**src/rtl/hc_adder_pkg.sv**
```systemverilog
// Shared definitions for the Han-Carlson adder post-processing stage.
package hc_adder_pkg;

    // Default operand width of the adder datapath.
    localparam int DEFAULT_WIDTH = 16;

    // Occupancy of the two-entry skid buffer.
    typedef enum logic [1:0] {
        EMPTY = 2'd0,
        ONE   = 2'd1,
        FULL  = 2'd2
    } skid_state_t;

    // Status flags carried with every sum.
    typedef struct packed {
        logic cout;
        logic ovf;
        logic zero;
    } hc_flags_t;

    // Builds the flag record from the prefix-tree carries and the finished sum.
    function automatic hc_flags_t make_flags(input logic carry_msb_out,
                                             input logic carry_msb_in,
                                             input logic sum_is_zero);
        hc_flags_t f;
        f.cout = carry_msb_out;
        f.ovf  = carry_msb_out ^ carry_msb_in;
        f.zero = sum_is_zero;
        return f;
    endfunction

endpackage

```
**src/rtl/hc_skid_buffer.sv**
```systemverilog
// Generic two-entry valid/ready skid register with a registered in_ready.
module hc_skid_buffer
    import hc_adder_pkg::*;
#(
    parameter int W = 8
) (
    input  logic         clk,
    input  logic         rst,
    input  logic         in_valid,
    output logic         in_ready,
    input  logic [W-1:0] in_data,
    output logic         out_valid,
    input  logic         out_ready,
    output logic [W-1:0] out_data
);

    skid_state_t  state;
    skid_state_t  next_state;
    logic [W-1:0] m_data;
    logic [W-1:0] s_data;
    logic         ready_q;
    logic         acc;
    logic         pop;
    logic         load_m;
    logic         load_s;
    logic         move_s;

    // State register; ready_q mirrors "next state is not FULL" so in_ready is a flop.
    always_ff @(posedge clk) begin
        if (rst) begin
            state   <= EMPTY;
            ready_q <= 1'b1;
        end else begin
            state   <= next_state;
            ready_q <= (next_state != FULL);
        end
    end

    // Main and skid data registers; a record always moves as one word.
    always_ff @(posedge clk) begin
        if (rst) begin
            m_data <= '0;
            s_data <= '0;
        end else begin
            if (load_m) begin
                m_data <= in_data;
            end else if (move_s) begin
                m_data <= s_data;
            end
            if (load_s) begin
                s_data <= in_data;
            end
        end
    end

    // Next-state and register-load decisions from the two handshakes.
    always_comb begin
        next_state = state;
        load_m     = 1'b0;
        load_s     = 1'b0;
        move_s     = 1'b0;
        acc        = in_valid & in_ready;
        pop        = out_valid & out_ready;
        case (state)
            EMPTY: begin
                if (acc) begin
                    load_m     = 1'b1;
                    next_state = ONE;
                end
            end
            ONE: begin
                if (acc && pop) begin
                    load_m = 1'b1;
                end else if (acc) begin
                    load_s     = 1'b1;
                    next_state = FULL;
                end else if (pop) begin
                    next_state = EMPTY;
                end
            end
            FULL: begin
                if (pop) begin
                    move_s     = 1'b1;
                    next_state = ONE;
                end
            end
            default: begin
                next_state = EMPTY;
            end
        endcase
    end

    // Outputs: ready is held low during reset, M always drives the data.
    always_comb begin
        in_ready  = ready_q & ~rst;
        out_valid = (state != EMPTY);
        out_data  = m_data;
    end

endmodule

```
**src/rtl/hc_sum_stage.sv**
```systemverilog
// Sum and flag generation after the Han-Carlson prefix tree, registered
// behind a skid buffer so the stage keeps full throughput.
module hc_sum_stage
    import hc_adder_pkg::*;
#(
    parameter int WIDTH = DEFAULT_WIDTH
) (
    input  logic             clk,
    input  logic             rst,
    input  logic             in_valid,
    output logic             in_ready,
    input  logic [WIDTH-1:0] in_p,
    input  logic [WIDTH-1:0] in_gc,
    input  logic             in_cin,
    output logic             out_valid,
    input  logic             out_ready,
    output logic [WIDTH-1:0] out_sum,
    output logic             out_cout,
    output logic             out_ovf,
    output logic             out_zero
);

    typedef struct packed {
        logic [WIDTH-1:0] sum;
        hc_flags_t        flags;
    } result_t;

    result_t in_rec;
    result_t out_rec;

    // Carry into bit i is the group generate of bit i-1, cin for bit 0.
    always_comb begin
        in_rec.sum   = in_p ^ {in_gc[WIDTH-2:0], in_cin};
        in_rec.flags = make_flags(in_gc[WIDTH-1], in_gc[WIDTH-2], ~|in_rec.sum);
    end

    hc_skid_buffer #(
        .W($bits(result_t))
    ) u_skid (
        .clk      (clk),
        .rst      (rst),
        .in_valid (in_valid),
        .in_ready (in_ready),
        .in_data  (in_rec),
        .out_valid(out_valid),
        .out_ready(out_ready),
        .out_data (out_rec)
    );

    // Unpack the registered record onto the output fields.
    always_comb begin
        out_sum  = out_rec.sum;
        out_cout = out_rec.flags.cout;
        out_ovf  = out_rec.flags.ovf;
        out_zero = out_rec.flags.zero;
    end

endmodule

```
**config.mk**
```make
export PLATFORM = sky130hd
export DESIGN_NAME = hc_sum_stage
export DESIGN_NICKNAME = d
export VERILOG_FILES = /design/src/rtl/hc_adder_pkg.sv /design/src/rtl/hc_skid_buffer.sv /design/src/rtl/hc_sum_stage.sv
export SDC_FILE = /design/constraint.sdc
export NUM_CORES = 1
export LEC_CHECK = 0
export BUFFER_PORTS_ARGS = -buffer_cell sky130_fd_sc_hd__clkbuf_2
export CAP_MARGIN = 20
export CORE_MARGIN = 4
export CORE_UTILIZATION = 57
export CTS_BUF_LIST = sky130_fd_sc_hd__clkbuf_4
export CTS_CLUSTER_DIAMETER = 30
export CTS_CLUSTER_SIZE = 8
export DETAILED_ROUTE_END_ITERATION = 12
export HOLD_SLACK_MARGIN = 0.12
export PLACE_DENSITY = 0.87
export SLEW_MARGIN = 20
export SYNTH_ARGS = -nofsm -noshare
export SYNTH_HDL_FRONTEND = slang
export SYNTH_SLANG_ARGS = --single-unit
export TNS_END_PERCENT = 1
```
**constraint.sdc**
```tcl
create_clock -name clk -period 4.65 [get_ports clk]
set_input_delay 0.2325 -clock clk [delete_from_list [all_inputs] [get_ports clk]]
set_output_delay 0.2325 -clock clk [all_outputs]
set_load 0.05 [all_outputs]
```
==> flow_metrics.py <==
metrics = {
    "min_path": {
        "hold_class": "input port to flip-flop",
        "worstHoldStart": "in_gc[15]",
        "holdPathStages": 3,
        "min_to": "u_skid.s_data[2]",
    },
    "clock_network": {
        "clockBufferDepth": 2,
        "clkSinkCount": 41,
        "cts_resized": 0,
        "cts_tree": "built",
        "ctsRootBufferMaster": "clkbuf_4",
        "cts_buffers": 5,
        "htreeDepth": 2,
        "clkSlewWorstSetupHoldPaths_ps": 120,
        "cts_setup_buffers": 0,
        "clk_latency_ps": 350,
    },
    "synth": {
        "syn_nets": 239,
        "synth_flop_cell": "dfxtp_1",
        "yosysWarningCount": 0,
        "ys_seq_area_share_pct": 43.0,
        "yosysUniqueCellTypes": 34,
        "syn_avg_cell_area_sq_um": 9.46,
        "synth_seq_cells": 41,
        "ys_top_cells_by_count": "41 x dfxtp_1, 30 x nor2_1, 27 x nand2_1",
        "synth_top_area_share_pct": 43.0,
        "yosys.area.top_type": "dfxtp_1",
        "synthMostInstantiatedCell": "dfxtp_1",
        "synthCells": 202,
        "synth.area.top_cells": "dfxtp_1 43%, mux2i_1 10%, a311oi_2 7.9%, xor2_1 7.3%, nor2_1 5.9%",
        "async_flop_share_pct": 0,
        "synth_area_sq_mm": 0.00191,
        "synth_edf_count": 0,
    },
    "timing": {
        "clock.fmax_mhz": 477,
        "hold_viol_final": 0,
        "slew_violations": 0,
        "setup_violations": 0,
        "period_needed_ps": 2100,
        "fin_tns_setup_ps": 0,
        "skew_ps": 12.0,
        "worst_pin_slew_ps": 984,
        "slew_headroom_pct": 34.4,
        "fin_crit_sh_pct": 45.1,
        "rsz0062_at_grt": "false",
    },
    "run_status": {
        "status": "complete, no violations",
    },
    "worst_setup_path": {
        "r2r_start": "u_skid.state[0]",
        "start_kind": "input port",
        "crit_type": "input port to flip-flop",
        "critPathSlowestCell": "dlygate4sd3_1",
        "rr_endpoint": "u_skid.s_data[3]",
        "max_stage_delay_ps": 540,
        "crit_arrival_ps": 2300,
        "crit_family": "buffers and inverters",
        "path_cells": "dlygate4sd3_1 > clkbuf_2 > nor2b_1 > nor4b_4 > buf_4 > mux2i_1 > nor2_1",
        "required_ps": 4850,
        "cp_num_buf_inv": 3,
        "rrSetupSlack_ps": 2660,
        "cp_max_fo": 17,
        "ff2ff_path_depth": 5,
        "crit_start": "out_ready",
        "cp-end-kind": "flip-flop",
    },
    "floorplanning": {
        "die-area_sq_mm": 0.00434,
        "die_height_um": 65.9,
        "pin_count": 58,
        "die_w_um": 65.9,
        "core_sq_mm": 0.00313,
        "initial_core_util_pct": 61.1,
        "rows": 20,
    },
    "place": {
        "place.gp.congestion": 0.728,
        "dpl.cell_count": 290,
        "port_buffers": 57,
        "hpwl_um": 2830,
    },
    "cells_and_area": {
        "drive_gt1_share_pct": 31.0,
        "nets": 291,
        "finish.utilization_pct": 71.9,
        "fillers": 245,
        "syn2layout_area_growth_pct": 17.7,
        "diodes": 0,
        "final_cells": 299,
    },
    "routing": {
        "viasPerCell": 5.40,
        "antenna_left": 0,
        "wire_per_inst_um": 13.4,
        "first_pass_iters": 4,
        "via_count": 1614,
        "drt_iter0_markers": 131,
        "drt_wl_total_um": 4010,
        "drc": 0,
    },
    "global_routing": {
        "grt_pass1_vias": 1528,
        "grt_usage_pct": 20.7,
        "grt_first_pass_wirelength_um": 6820,
        "grt_overflow": 0,
        "antenna_found_initial": 0,
        "grt_max_degree": 45,
    },
    "power_and_ir_drop": {
        "ir_drop_mv": 0.161,
        "report.power.total_uw": 699,
        "p_leak_nw": 0.887,
        "p_per_area_mw_per_mm2": 311,
    },
    "run": {
        "cap_violations": 0,
    },
}
-- state kept, by name, indices dropped and copies added (netlist names) --
| signal | flops |
|---|---|
| u_skid.ready_q | 1 |
| u_skid.s_data | 19 |
| u_skid.out_data | 19 |
| u_skid.state | 2 |
-- cells in the final DEF (no fill, tap or decap), types with 2 or more instances in the layout --
cell      count
a211oi_1      2
a21oi_1       7
a22oi_1       6
a311oi_2     10
clkbuf_2     57
clkbuf_4      5
clkinv_1      2
dfxtp_1      41
mux2i_1      19
nand2_1      27
nand2b_1      2
nand3_1       6
nor2_1       30
nor2b_1       2
nor4_1        4
xor2_1       16
-- area by class of cell --
cell class / count / area (sq um) / share of cell area (%)
Multi-Input combinational cell: 146 / 1020 / 45.2
Sequential cell: 41 / 821 / 36.5
Timing Repair Buffer: 59 / 303 / 13.5
Tap cell: 44 / 55.1 / 2.45
Clock buffer: 5 / 37.5 / 1.67
Clock inverter: 3 / 12.5 / 0.556
Inverter: 1 / 3.75 / 0.167
-- worst register-to-register path: stages (launching register included) --
cell and delay, ps:
dfxtp_1 420, nor2b_1 320, nor4b_4 400, buf_4 370, mux2i_1 270, nor2_1 60
-- logic make-up after synthesis --
| logic type | synth area share, % |
|---|---|
| simple gates | 19.7 |
| mux | 9.95 |
| compound gates | 15.3 |
| flops | 43.0 |
| buf+inv | 4.32 |
| xor+xnor | 7.79 |
-- timing repair --
action                                  in CTS  in global routing
endpoints found under the setup margin       0                  0
hold endpoints to repair                     1                  0
hold buffers                                 1                  0
-- layer usage --
metal / wire length, um / global-route usage (%) / up-vias
met5: 0 / 0 / -
met4: 100 / 12.7 / 0
met3: 215 / 3.06 / 7
met2: 2030 / 33.3 / 49
met1: 1670 / 25.8 / 747
li1: - / - / 811
-- metrics by stage --
stage          hold WS [ps]  instance area, sq um  setup WS (ps)
6_report                168                  2250           2550
5_1_grt                 190                  2250           2410
4_1_cts                 157                  2250           2580
3_5_place_dp            462                  2190           2420
3_3_place_gp            457                  2190           2480
2_1_floorplan           317                  1910           3030
-- where the power goes --
part	internal, mW	switching (mW)	total, mW	leakage (nW)
combinational	0.0510	0.104	0.155	0.523
sequential	0.367	0.00983	0.377	0.334
clock	0.0547	0.112	0.167	0.0300
total	0.473	0.227	0.699	0.887
-- how the worst max path moves through the flow --
stage	endpoint	slack, ps	cells past startpoint
after global routing	u_skid.s_data[3]	2410	7
after detailed placement	u_skid.out_data[0]	2420	4
after global placement	u_skid.out_data[0]	2480	4
final	u_skid.s_data[3]	2550	7
after CTS	u_skid.s_data[3]	2580	7
after floorplan	in_ready	3030	3
Power figures use the tool's default switching activity.
